### src/rtl/mem_port_arbiter_if.sv
// Shared-memory port bundle: instruction fetch, data access and the single-port memory.
interface mem_port_arbiter_if #(
    parameter int unsigned ADDR_W = 13
);
    logic              if_req;
    logic [31:0]       if_addr;
    logic              if_gnt;
    logic              if_rvalid;
    logic [31:0]       if_rdata;

    logic              d_req;
    logic              d_we;
    logic [1:0]        d_size;
    logic              d_unsigned;
    logic [31:0]       d_addr;
    logic [31:0]       d_wdata;
    logic              d_gnt;
    logic              d_rvalid;
    logic              d_err;
    logic [31:0]       d_rdata;

    logic [ADDR_W-1:0] mem_addr;
    logic [3:0]        mem_be;
    logic              mem_we;
    logic [31:0]       mem_wdata;
    logic [31:0]       mem_rdata;

    // Arbiter side
    modport slave (
        input  if_req, if_addr,
        output if_gnt, if_rvalid, if_rdata,
        input  d_req, d_we, d_size, d_unsigned, d_addr, d_wdata,
        output d_gnt, d_rvalid, d_err, d_rdata,
        output mem_addr, mem_be, mem_we, mem_wdata,
        input  mem_rdata
    );

    // Requester / memory side
    modport master (
        output if_req, if_addr,
        input  if_gnt, if_rvalid, if_rdata,
        output d_req, d_we, d_size, d_unsigned, d_addr, d_wdata,
        input  d_gnt, d_rvalid, d_err, d_rdata,
        input  mem_addr, mem_be, mem_we, mem_wdata,
        output mem_rdata
    );
endinterface

### src/rtl/mem_port_arbiter.sv
// Arbitrates instruction fetch and data accesses onto one synchronous single-port memory,
// with a bounded data streak so fetch cannot starve, and aligns/extends load results.
module mem_port_arbiter #(
    parameter int unsigned ADDR_W       = 13,
    parameter int unsigned MAX_D_STREAK = 3
) (
    input  logic              clk,
    input  logic              reset,
    mem_port_arbiter_if.slave bus
);
    localparam int unsigned STREAK_W = (MAX_D_STREAK < 2) ? 1 : $clog2(MAX_D_STREAK + 1);
    localparam logic [STREAK_W-1:0] STREAK_MAX = STREAK_W'(MAX_D_STREAK);
    localparam logic [3:0] BE_NONE = 4'b0000;
    localparam logic [3:0] BE_ALL  = 4'b1111;
    localparam logic [1:0] SZ_BYTE = 2'b00;
    localparam logic [1:0] SZ_HALF = 2'b01;

    typedef enum logic [1:0] {
        OWN_NONE = 2'd0,
        OWN_IF   = 2'd1,
        OWN_D    = 2'd2
    } owner_e;

    typedef struct packed {
        owner_e     owner;
        logic [1:0] offset;
        logic [1:0] size;
        logic       uns;
    } trk_t;

    localparam trk_t TRK_IDLE = '{owner: OWN_NONE, offset: 2'b00, size: 2'b00, uns: 1'b0};

    trk_t                trk_q;
    trk_t                trk_d;
    logic [STREAK_W-1:0] streak_q;
    logic [STREAK_W-1:0] streak_d;
    logic                gnt_if;
    logic                gnt_d;
    logic                misalign;
    logic                if_rvalid_c;
    logic                d_rvalid_c;
    logic [31:0]         shifted;
    logic                unused_addr_bits;

    // Only the word index of each address reaches memory.
    assign unused_addr_bits = ^{bus.if_addr, bus.d_addr};

    always_ff @(posedge clk) begin
        if (reset) begin
            trk_q    <= TRK_IDLE;
            streak_q <= '0;
        end else begin
            trk_q    <= trk_d;
            streak_q <= streak_d;
        end
    end

    assign misalign = ((bus.d_size == SZ_HALF) && bus.d_addr[0]) ||
                      (bus.d_size[1] && (bus.d_addr[1:0] != 2'b00));

    // Grant selection, memory command and next tracker/streak state.
    always_comb begin
        gnt_if        = 1'b0;
        gnt_d         = 1'b0;
        trk_d         = TRK_IDLE;
        streak_d      = streak_q;
        bus.mem_addr  = '0;
        bus.mem_be    = BE_NONE;
        bus.mem_we    = 1'b0;
        bus.mem_wdata = '0;
        bus.d_err     = 1'b0;

        if (!reset) begin
            if (bus.if_req && (!bus.d_req || (streak_q == STREAK_MAX))) begin
                gnt_if = 1'b1;
            end else if (bus.d_req) begin
                gnt_d = 1'b1;
            end
        end

        if (gnt_if) begin
            bus.mem_addr = bus.if_addr[ADDR_W+1:2];
            bus.mem_be   = BE_ALL;
            trk_d.owner  = OWN_IF;
        end else if (gnt_d) begin
            bus.mem_addr = bus.d_addr[ADDR_W+1:2];
            if (misalign) begin
                bus.d_err = 1'b1;
            end else if (bus.d_we) begin
                bus.mem_we = 1'b1;
                unique case (bus.d_size)
                    SZ_BYTE: begin
                        bus.mem_be    = 4'b0001 << bus.d_addr[1:0];
                        bus.mem_wdata = {4{bus.d_wdata[7:0]}};
                    end
                    SZ_HALF: begin
                        bus.mem_be    = 4'b0011 << bus.d_addr[1:0];
                        bus.mem_wdata = {2{bus.d_wdata[15:0]}};
                    end
                    default: begin
                        bus.mem_be    = BE_ALL;
                        bus.mem_wdata = bus.d_wdata;
                    end
                endcase
            end else begin
                bus.mem_be = BE_ALL;
                trk_d      = '{owner: OWN_D, offset: bus.d_addr[1:0],
                               size: bus.d_size, uns: bus.d_unsigned};
            end
        end

        if (gnt_if || !bus.if_req) begin
            streak_d = '0;
        end else if (gnt_d && (streak_q != STREAK_MAX)) begin
            streak_d = streak_q + STREAK_W'(1);
        end
    end

    assign bus.if_gnt = gnt_if;
    assign bus.d_gnt  = gnt_d;

    // Response path: reset masks a response still owed by a grant from the previous cycle.
    always_comb begin
        if_rvalid_c = !reset && (trk_q.owner == OWN_IF);
        d_rvalid_c  = !reset && (trk_q.owner == OWN_D);
        shifted     = bus.mem_rdata >> {trk_q.offset, 3'b000};

        bus.if_rvalid = if_rvalid_c;
        bus.if_rdata  = if_rvalid_c ? bus.mem_rdata : 32'h0;
        bus.d_rvalid  = d_rvalid_c;
        bus.d_rdata   = 32'h0;

        if (d_rvalid_c) begin
            unique case (trk_q.size)
                SZ_BYTE: bus.d_rdata = trk_q.uns ? {24'h0, shifted[7:0]}
                                                 : {{24{shifted[7]}}, shifted[7:0]};
                SZ_HALF: bus.d_rdata = trk_q.uns ? {16'h0, shifted[15:0]}
                                                 : {{16{shifted[15]}}, shifted[15:0]};
                default: bus.d_rdata = shifted;
            endcase
        end
    end
endmodule

### src/flat_wrapper.sv
// flat-port wrapper written by rule: the top's interface ports become plain ports
module mem_port_arbiter_flat 
#(
    parameter int unsigned ADDR_W       = 13,
    parameter int unsigned MAX_D_STREAK = 3
)
  (clk, reset, bus_if_req, bus_if_addr, bus_if_gnt, bus_if_rvalid, bus_if_rdata, bus_d_req, bus_d_we, bus_d_size, bus_d_unsigned, bus_d_addr, bus_d_wdata, bus_d_gnt, bus_d_rvalid, bus_d_err, bus_d_rdata, bus_mem_addr, bus_mem_be, bus_mem_we, bus_mem_wdata, bus_mem_rdata);
  mem_port_arbiter_if #(.ADDR_W(ADDR_W)) bus_i ();
  input  logic clk;
  input  logic reset;
  input wire logic [$bits(bus_i.if_req)-1:0] bus_if_req;
  input wire logic [$bits(bus_i.if_addr)-1:0] bus_if_addr;
  output wire logic [$bits(bus_i.if_gnt)-1:0] bus_if_gnt;
  output wire logic [$bits(bus_i.if_rvalid)-1:0] bus_if_rvalid;
  output wire logic [$bits(bus_i.if_rdata)-1:0] bus_if_rdata;
  input wire logic [$bits(bus_i.d_req)-1:0] bus_d_req;
  input wire logic [$bits(bus_i.d_we)-1:0] bus_d_we;
  input wire logic [$bits(bus_i.d_size)-1:0] bus_d_size;
  input wire logic [$bits(bus_i.d_unsigned)-1:0] bus_d_unsigned;
  input wire logic [$bits(bus_i.d_addr)-1:0] bus_d_addr;
  input wire logic [$bits(bus_i.d_wdata)-1:0] bus_d_wdata;
  output wire logic [$bits(bus_i.d_gnt)-1:0] bus_d_gnt;
  output wire logic [$bits(bus_i.d_rvalid)-1:0] bus_d_rvalid;
  output wire logic [$bits(bus_i.d_err)-1:0] bus_d_err;
  output wire logic [$bits(bus_i.d_rdata)-1:0] bus_d_rdata;
  output wire logic [$bits(bus_i.mem_addr)-1:0] bus_mem_addr;
  output wire logic [$bits(bus_i.mem_be)-1:0] bus_mem_be;
  output wire logic [$bits(bus_i.mem_we)-1:0] bus_mem_we;
  output wire logic [$bits(bus_i.mem_wdata)-1:0] bus_mem_wdata;
  input wire logic [$bits(bus_i.mem_rdata)-1:0] bus_mem_rdata;
  assign bus_i.if_req = bus_if_req;
  assign bus_i.if_addr = bus_if_addr;
  assign bus_if_gnt = bus_i.if_gnt;
  assign bus_if_rvalid = bus_i.if_rvalid;
  assign bus_if_rdata = bus_i.if_rdata;
  assign bus_i.d_req = bus_d_req;
  assign bus_i.d_we = bus_d_we;
  assign bus_i.d_size = bus_d_size;
  assign bus_i.d_unsigned = bus_d_unsigned;
  assign bus_i.d_addr = bus_d_addr;
  assign bus_i.d_wdata = bus_d_wdata;
  assign bus_d_gnt = bus_i.d_gnt;
  assign bus_d_rvalid = bus_i.d_rvalid;
  assign bus_d_err = bus_i.d_err;
  assign bus_d_rdata = bus_i.d_rdata;
  assign bus_mem_addr = bus_i.mem_addr;
  assign bus_mem_be = bus_i.mem_be;
  assign bus_mem_we = bus_i.mem_we;
  assign bus_mem_wdata = bus_i.mem_wdata;
  assign bus_i.mem_rdata = bus_mem_rdata;
  mem_port_arbiter #(.ADDR_W(ADDR_W), .MAX_D_STREAK(MAX_D_STREAK)) u_core (.clk(clk), .reset(reset), .bus(bus_i));
endmodule
### config.mk
export PLATFORM = sky130hd
export DESIGN_NAME = mem_port_arbiter_flat
export DESIGN_NICKNAME = d
export VERILOG_FILES = /design/src/rtl/mem_port_arbiter_if.sv /design/src/rtl/mem_port_arbiter.sv /design/src/flat_wrapper.sv
export SDC_FILE = /design/constraint.sdc
export NUM_CORES = 1
export LEC_CHECK = 0
export CAP_MARGIN = 20
export CELL_PAD_IN_SITES_DETAIL_PLACEMENT = 1
export CELL_PAD_IN_SITES_GLOBAL_PLACEMENT = 1
export CORE_AREA = 2 2 98 100
export DETAILED_ROUTE_END_ITERATION = 10
export DIE_AREA = 0 0 100 102
export DONT_BUFFER_PORTS = 1
export PLACE_DENSITY_LB_ADDON = 0.1
export SLEW_MARGIN = 20
export SYNTH_ARGS = -nofsm -noshare
export SYNTH_HDL_FRONTEND = slang
export SYNTH_SLANG_ARGS = --single-unit
### constraint.sdc
create_clock -name clk -period 6.3 [get_ports clk]
set_input_delay 1.26 -clock clk [delete_from_list [all_inputs] [get_ports clk]]
set_output_delay 1.26 -clock clk [all_outputs]
set_load 0.05 [all_outputs]
==> results.md <==
* Overall Power at 0.257 mW
* Post_cts resized at 0
* Layout area overhead at 16.6%
* Synth Area in Simple Gates at 0.345
* XOR/XNOR Fraction of Synth Area at 0
* Via-to-Cell Ratio at 5.57
* TritonCTS clock tree: done
* Critical path arrival at 3530 ps
* Leading area contributor after synthesis: mux2i_1
* DIE WIDTH at 100 µm
* ANT cells at 0
* Final worst slack at 1510 ps
* CP Max Fanout at 19
* Combinational family with the most area after synthesis: simple AND/OR/NAND/NOR gates
* Initial core utilization at 0.220
* HPWL after detailed placement at 6900 µm
* Pre-antenna DRT Iters at 4
* Ports at 255
* Share of cells above drive strength 1 at 0.160
* Clk Latency, worst-skew pair at 230 ps
* DP Worst Slack at 1450 ps
* Post-Syn Nets at 436
* Synth Instances at 299
* Pwr dens at 110 nW/µm²
* Slew Limit Fails at 0
* Initial DRC Count at 35
* Fin util at 0.256
* Ys Warns at 0
* Worst Tran Pin Value at 1100 ps
* Setup bufs post-CTS at 0
* Hold Slack at 421 ps
* Routability cong. at 0.743
* Post-Syn Area at 2000 µm²
* Post-Route WL at 8700 µm
* Reg clk slew, reported paths at 40 ps
* Clk buf depth at 2
* Post-route minimum period at 4790 ps
* Tot GR Track Use at 0.156
* LEAKAGE at 0.999 nW
* IO Port Bufs at 0
* Via count at 2322
* Worst Skew at 1.84 ps
* Crit. Startpoint: reset
* Setup-failing EPs final at 0
* Core Rows at 35
* Post-synth top area share at 0.160
* WL/cell at 20.9 µm
* Required time of the critical path at 5040 ps
* Worst r2r src: u_core.streak_q[0]$_SDFFE_PP0P_
* Fin. Hold Viols at 0
* Crit. End Element: primary output
* #FFs+latches synth at 9
* ANT nets after route at 0
* Startpoint class of the critical path: input port
* RSZ-0062 raised after global routing: false
* DRC violations left at 0
* Syn_area_per_cell at 6.69 µm²
* H-tree depth at 1
* Die Y at 102 µm
* Fmax at 209 MHz
* Initial antenna violation count at 0
* First-pass GRT wire length at 12600 µm
* DIE AREA at 10200 µm²
* Crit Path Class: input port to primary output
* Relative slew slack at 0.268
* Post-synthesis mux area share at 0.171
* Max Cap Violations at 0
* Most common cell after layout, fill and taps aside: and2_1
* Peak supply drop at 42.9 µV
* CTS buffer count at 3
* Adder-cell share of the synthesized area at 0.00625
* Clock sinks at 9
* Root buf cell: clkbuf_8
* Commonest cells after routing, fill and taps aside: and2_1, nor2_1, mux2i_1
* Distinct cells, synth at 38
* Post-route clock period utilization at 0.760
* Largest net degree at the start of global routing at 40
* Core Area at 9110 µm²
* CTS Hold Buffers Added at 0
* Status: completed
* Hold_sp: u_core.streak_q[0]$_SDFFE_PP0P_
* Hold Path Class: flop to flop
* Register area share after synthesis at 0.0901
* Synth top area cells: mux2i_1, and2_1, dfxtp_1
* Post-route setup TNS at 0 ps
* Global route total overflow at 0
* Post-layout nets at 444
* Vias in the first global route at 2363
* Synth Area in Compound Gates at 0.313
[flip-flops by register name, summed over array words and instances (netlist names)]
register	count
u_core.trk_q	7
u_core.streak_q	2
[cell type report]
| type | instances | area [µm²] |
|---|---|---|
| Clock buffer | 4 | 45.0 |
| Fill cell | 1148 | 6780 |
| Inverter | 7 | 26.3 |
| Multi-Input combinational cell | 256 | 1710 |
| Sequential cell | 9 | 181 |
| Tap cell | 111 | 139 |
| Timing Repair Buffer | 30 | 229 |
[metrics by stage]
step           cells  instance area (µm²)
2_1_floorplan    299                 2000
3_3_place_gp     413                 2290
3_5_place_dp     413                 2290
4_1_cts          417                 2330
5_1_grt          417                 2330
6_report         417                 2330
[per-layer routing]
metal | up-vias | GRT usage | part of all wire | routed length [µm]
li1 | 1069 | - | - | -
met1 | 1093 | 0.156 | 0.36 | 3100
met2 | 155 | 0.325 | 0.54 | 4690
met3 | 5 | 0.0356 | 0.098 | 855
met4 | 0 | 0.0306 | 0.0068 | 59
met5 | - | 0 | 0 | 0
[path summary, 6_finish.rpt]
kind | endpoint | cells after the start | slack, ps
setup reg to reg | u_core.trk_q[3]$_SDFF_PP0_ | 5 | 4940
hold reg to reg | u_core.streak_q[0]$_SDFFE_PP0P_ | 1 | 420
hold / removal | u_core.streak_q[0]$_SDFFE_PP0P_ | 1 | 420
setup / recovery | bus_d_rdata[20] | 3 | 1510
[Yosys cell counts]
library cell,count
a31o_2,1
nand3_1,1
buf_1,3
and2b_1,2
nand2_1,21
nor2_8,1
or3b_1,2
and3b_1,1
buf_2,5
a31oi_2,1
a21oi_1,25
o21a_1,1
nand3b_1,1
o2bb2ai_1,7
or3_1,1
nor2b_1,10
ha_1,1
o21ai_0,21
mux2i_1,32
or3_4,1
inv_1,7
a21o_1,8
or2_2,1
a22o_1,14
dfxtp_1,9
clkbuf_1,17
mux2_2,2
nand2b_1,1
nor3b_1,2
nor2_1,32
nand4_1,1
and2_1,46
a32oi_1,1
and3_1,1
o311ai_0,1
buf_6,2
a211oi_1,14
nor3_1,2
[cells by family (layout without fill, tap and decap cells)]
logic type | count (synthesis) | after routing
buffers and inverters | 34 | 41
DFF | 9 | 9
and+or+nand+nor | 127 | 127
adders and majority gates | 1 | 1
AOI/OAI and AO/OA | 94 | 94
muxes | 34 | 34
[where the power goes]
group          total, mW  internal (mW)  switching, mW
Combinational      0.131         0.0343         0.0969
Sequential        0.0608         0.0586        0.00222
Clock             0.0650         0.0439         0.0211
[worst max-delay path, stage by stage]
cell and delay [ps]:
or3b_1 690, or3b_1 710, o21ai_1 860
Note: power is estimated with default switching activity, not from simulation.
